### config.mk
export PLATFORM = sky130hd
export DESIGN_NAME = lock_key_loader
export DESIGN_NICKNAME = d
export VERILOG_FILES = /design/src/rtl/lock_key_loader.sv
export SDC_FILE = /design/constraint.sdc
export NUM_CORES = 1
export LEC_CHECK = 0
export BUFFER_PORTS_ARGS = -buffer_cell sky130_fd_sc_hd__buf_2
export CORE_AREA = 2 2 61 51
export CTS_CLUSTER_DIAMETER = 30
export CTS_CLUSTER_SIZE = 8
export DETAILED_ROUTE_END_ITERATION = 12
export DIE_AREA = 0 0 63 53
export GPL_TIMING_DRIVEN = 0
export PLACE_DENSITY = 0.58
export REMOVE_ABC_BUFFERS = 1
export SLEW_MARGIN = 40
export SYNTH_ARGS = -nofsm -noshare
export SYNTH_HDL_FRONTEND = slang
export SYNTH_SLANG_ARGS = --single-unit
### constraint.sdc
create_clock -name clk -period 3 [get_ports clk]
set_input_delay 0.45 -clock clk [delete_from_list [all_inputs] [get_ports clk]]
set_output_delay 0.45 -clock clk [all_outputs]
set_load 0.005 [all_outputs]
### src/rtl/lock_key_loader.sv
// Serial key loader for a logic-locked core: receives a parity-protected key frame and drives the key bus.
// Optional zeroize input port and clear path are enabled by defining LOCK_KEY_LOADER_ZEROIZE_EN.
module lock_key_loader #(
  parameter int              KEY_W    = 3,
  parameter logic [KEY_W-1:0] KEY_RST = '0,
  parameter int              TIMEOUT  = 16,
  parameter int              MAX_FAIL = 3
) (
  input  logic             clk,
  input  logic             rst_n,
  input  logic             load_start,
  input  logic             key_sdi,
  input  logic             key_sv,
  output logic [KEY_W-1:0] key,
  output logic             key_valid,
  output logic             key_err,
  output logic             locked_out,
  output logic             busy
`ifdef LOCK_KEY_LOADER_ZEROIZE_EN
  ,
  input  logic             zeroize
`endif
);

  localparam int CNT_W  = $clog2(KEY_W + 2);
  localparam int TMR_W  = $clog2(TIMEOUT + 1);
  localparam int FAIL_W = $clog2(MAX_FAIL + 1);

  localparam logic [CNT_W-1:0]  LAST_BIT = CNT_W'(KEY_W);
  localparam logic [TMR_W-1:0]  TMR_LAST = TMR_W'(TIMEOUT - 1);
  localparam logic [FAIL_W-1:0] FAIL_MAX = FAIL_W'(MAX_FAIL);

  typedef enum logic [2:0] {
    S_IDLE,
    S_SHIFT,
    S_CHECK,
    S_VALID,
    S_ERROR,
    S_LOCKOUT
  } state_e;

  state_e            state_q, state_d;
  logic [KEY_W-1:0]  key_q, key_d;
  logic [KEY_W:0]    shadow_q, shadow_d;
  logic [CNT_W-1:0]  bit_cnt_q, bit_cnt_d;
  logic [TMR_W-1:0]  timer_q, timer_d;
  logic [FAIL_W-1:0] fail_cnt_q, fail_cnt_d;
  logic              key_err_q, key_err_d;
  logic [FAIL_W-1:0] fail_inc;

  always_comb begin
    state_d    = state_q;
    key_d      = key_q;
    shadow_d   = shadow_q;
    bit_cnt_d  = bit_cnt_q;
    timer_d    = timer_q;
    fail_cnt_d = fail_cnt_q;
    key_err_d  = key_err_q;
    fail_inc   = (fail_cnt_q == FAIL_MAX) ? fail_cnt_q : fail_cnt_q + FAIL_W'(1);

    unique case (state_q)
      S_IDLE: begin
        if (load_start) begin
          state_d   = S_SHIFT;
          key_err_d = 1'b0;
          bit_cnt_d = '0;
          timer_d   = '0;
        end
      end
      S_SHIFT: begin
        if (key_sv) begin
          shadow_d  = {shadow_q[KEY_W-1:0], key_sdi};
          bit_cnt_d = bit_cnt_q + CNT_W'(1);
          timer_d   = '0;
          if (bit_cnt_q == LAST_BIT) state_d = S_CHECK;
        end else begin
          timer_d = timer_q + TMR_W'(1);
          if (timer_q == TMR_LAST) state_d = S_ERROR;
        end
      end
      // Odd parity over key plus parity bit is the only acceptance rule.
      S_CHECK: begin
        if (^shadow_q) begin
          state_d    = S_VALID;
          key_d      = shadow_q[KEY_W:1];
          fail_cnt_d = '0;
        end else begin
          state_d = S_ERROR;
        end
      end
      S_VALID: begin
        if (load_start) begin
          state_d   = S_SHIFT;
          key_d     = KEY_RST;
          key_err_d = 1'b0;
          bit_cnt_d = '0;
          timer_d   = '0;
        end
      end
      S_ERROR: begin
        key_err_d  = 1'b1;
        fail_cnt_d = fail_inc;
        state_d    = (fail_inc == FAIL_MAX) ? S_LOCKOUT : S_IDLE;
      end
      S_LOCKOUT: begin
        state_d = S_LOCKOUT;
      end
      default: begin
        state_d = S_IDLE;
        key_d   = KEY_RST;
      end
    endcase

`ifdef LOCK_KEY_LOADER_ZEROIZE_EN
    // Zeroize wipes key material but keeps the failure history intact.
    if (zeroize && (state_q != S_LOCKOUT)) begin
      state_d    = S_IDLE;
      key_d      = KEY_RST;
      shadow_d   = '0;
      bit_cnt_d  = '0;
      timer_d    = '0;
      key_err_d  = key_err_q;
      fail_cnt_d = fail_cnt_q;
    end
`endif
  end

  always_ff @(posedge clk or negedge rst_n) begin
    if (!rst_n) begin
      state_q    <= S_IDLE;
      key_q      <= KEY_RST;
      shadow_q   <= '0;
      bit_cnt_q  <= '0;
      timer_q    <= '0;
      fail_cnt_q <= '0;
      key_err_q  <= 1'b0;
    end else begin
      state_q    <= state_d;
      key_q      <= key_d;
      shadow_q   <= shadow_d;
      bit_cnt_q  <= bit_cnt_d;
      timer_q    <= timer_d;
      fail_cnt_q <= fail_cnt_d;
      key_err_q  <= key_err_d;
    end
  end

  assign key        = key_q;
  assign key_valid  = (state_q == S_VALID);
  assign key_err    = key_err_q;
  assign locked_out = (state_q == S_LOCKOUT);
  assign busy       = (state_q == S_SHIFT) || (state_q == S_CHECK);

endmodule
==> results.sh <==
export IMPL_status="finished, final reports clean"
export IMPL_ys_flop_type="dfrtp_1"
export IMPL_grt_pass1_vias=781
export IMPL_rows=17
export IMPL_dieArea_sq_um=3340
export IMPL_root_buffer="clkbuf_4"
export IMPL_via_count=789
export IMPL_crit_slowest_cell="dfrtp_1"
export IMPL_cts_tree="done"
export IMPL_hold_class="in -> async"
export IMPL_final_antenna_net_count=0
export IMPL_start_util_pct=40.5
export IMPL_grt_max_degree=22
export IMPL_hold_viol=0
export IMPL_final_common_cell="dfrtp_1"
export IMPL_avgSynthCellArea_sq_um=10.3
export IMPL_fp_dieH_um=53
export IMPL_fin_setup_tns_ps=0
export IMPL_whs_ps=75.2
export IMPL_mostFrequentLayoutCells="dfrtp_1, buf_2, nand2_1"
export IMPL_start_kind="flop"
export IMPL_synthCells=106
export IMPL_clkTransAtPathRegs_ps=120
export IMPL_die_w_um=63
export IMPL_reg2reg_depth=4
export IMPL_dpl_cell_area_sq_um=1180
export IMPL_fin_area_sq_um=1210
export IMPL_drc=0
export IMPL_hpwl_um=1430
export IMPL_synth_top_family_by_area="compound AO/OA/AOI/OAI gates"
export IMPL_num_nets_final=127
export IMPL_synth_fa_ha_area_share_pct=4.57
export IMPL_synthSimpleGateAreaFrac_pct=14.5
export IMPL_n_fill_cell=279
export IMPL_cts_resized=0
export IMPL_ys_seq_area_share_pct=48.0
export IMPL_synth_warnings=0
export IMPL_final_min_clock_period_ps=1910
export IMPL_drv_slew=0
export IMPL_grt_pass1_wl_um=3630
export IMPL_area_growth_synth_to_final_pct=10.5
export IMPL_synth_async_reset_ratio_pct=100
export IMPL_slew_headroom_pct=64.3
export IMPL_portBuffers=11
export IMPL_rsz0062_at_grt="false"
export IMPL_grt_antenna_before_repair=0
export IMPL_core_area_sq_um=2700
export IMPL_via_per_inst=5.09
export IMPL_p_total_w=0.00119
export IMPL_path_class="reg -> out"
export IMPL_numCtsBuffers=3
export IMPL_netlist_area_sq_um=1090
export IMPL_clock_latency_ps=310
export IMPL_final_layout_size_suffix_gt1_share_pct=18.8
export IMPL_ctsHoldBuffers=0
export IMPL_totalWireLength_um=1970
export IMPL_cts_sinks=21
export IMPL_ys_types=35
export IMPL_path_cells="inv_2 > and3_1 > buf_2"
export IMPL_skew_ps=7.28
export IMPL_synth_xor_area_share_pct=4.00
export IMPL_grt_usage_pct=14.1
export IMPL_post_route_period_util_pct=63.6
export IMPL_max_cap_viol_count=0
export IMPL_cts_setup_buffers=0
export IMPL_cp_required_ps=2550
export IMPL_ys_ff_latch=21
export IMPL_endpoint_kind="output pin"
export IMPL_first_pass_iters=4
export IMPL_initialDrtViolationCount=57
export IMPL_htree_levels=1
export IMPL_path_buf_inv=2
export IMPL_timing_fmax_ghz=0.524
export IMPL_synth_compound_area_share_pct=19.0
export IMPL_synth_mux_area_share_pct=5.94
export IMPL_setup_viol=0
export IMPL_path_delay_family="flip-flops"
export IMPL_synth_edf_count=0
export IMPL_crit_cells=3
export IMPL_antennaDiodeCount=0
export IMPL_vdd_drop_max_uv=468
export IMPL_cts_buffer_depth=2
export IMPL_power_density_nw_per_um2=986
export IMPL_worst_pin_slew_ps=535
export IMPL_crit_fanout=16
export IMPL_post_drt_wl_per_cell_um=12.7
export IMPL_grt_overflow=0
export IMPL_p_leak_nw=0.554
export IMPL_routabilityCongestion=0.792
export IMPL_io_pins=12
export IMPL_slowest_delay_ps=700
export IMPL_cp_arrival_ps=1460
==> cell families after synthesis <==
family          Yosys count
simple gates             29
mux                       6
compound gates           30
buf+inv                  11
fa+ha+maj                 4
xor+xnor                  5
flops                    21
==> power by group <==
group / switching (W) / total [W] / internal, W
Combinational: 0.000287 / 0.000538 / 0.000251
Sequential: 0.000130 / 0.000515 / 0.000385
Clock: 0.0000891 / 0.000140 / 0.0000508
==> sequential cells by signal, summed over array words and instances (netlist names) <==
signal and cells:
shadow_q 4, state_q 3, bit_cnt_q 3, fail_cnt_q 2, key_err 1, timer_q 5
key 3
==> final cells by class <==
class / count / area (sq um) / area share [%]
Timing Repair Buffer: 11 / 55.1 / 4.55
Inverter: 7 / 26.3 / 2.17
Sequential cell: 21 / 526 / 43.4
Clock inverter: 1 / 7.51 / 0.620
Clock buffer: 3 / 22.5 / 1.86
Multi-Input combinational cell: 74 / 526 / 43.4
Tap cell: 38 / 47.5 / 3.93
==> per-stage QoR <==
| step | std cells | setup WS [ps] | util (%) |
|---|---|---|---|
| final | 155 | 1090 | 44.8 |
| after global routing | 155 | 990 | 44.8 |
| after CTS | 155 | 1100 | 44.8 |
| after detailed placement | 151 | 1300 | 43.7 |
| after global placement | 151 | 1320 | 43.7 |
| after floorplan | 102 | 1510 | - |
==> path summary, 6_finish.rpt <==
| kind | slack [ps] | to | from |
|---|---|---|---|
| hold / removal | 80 | key[0] | rst_n |
| min in group clk | 360 | shadow_q[0] | key_sdi |
| setup reg to reg | 1290 | timer_q[3] | state_q[2] |
| hold reg to reg | 490 | bit_cnt_q[0] | bit_cnt_q[0] |
| setup / recovery | 1090 | key_valid | state_q[2] |
| max in group asynchronous | 2610 | fail_cnt_q[0] | rst_n |
==> layer usage <==
layer | share of wire (%) | up-vias | wire length (um) | global-route usage [%]
met5 | 0 | - | 0 | 0
met4 | 0.61 | 0 | 12 | 2.22
met3 | 3.5 | 2 | 69 | 4.68
met2 | 43 | 6 | 846 | 21.6
met1 | 53 | 376 | 1050 | 19.8
li1 | - | 405 | - | -
==> cell usage after synthesis, types with 2 or more instances <==
cell type	number	area, sq um
nor2b_1	3	18.8
clkbuf_1	2	7.51
nor2_1	5	18.8
inv_1	6	22.5
xnor2_1	3	26.3
o2bb2ai_1	3	26.3
a22o_1	3	26.3
o31ai_1	2	15.0
a211oi_1	2	15.0
mux2_2	3	33.8
and3_1	2	12.5
xor2_1	2	17.5
nand2_1	8	30.0
a21oi_1	6	30.0
mux2i_1	2	20.0
o22ai_1	2	12.5
buf_2	2	10.0
o21ai_0	7	35.0
ha_1	4	50.1
nand2b_1	3	18.8
dfrtp_1	21	526
nand3_1	2	10.0
==> worst reg2reg max path, cell delays in order (launching register included) <==
cell and delay, ps:
dfrtp_1 590, or4b_1 720, nor2b_1 160, o31ai_1 70, o31ai_1 90
(Power assumes the default switching activity.)
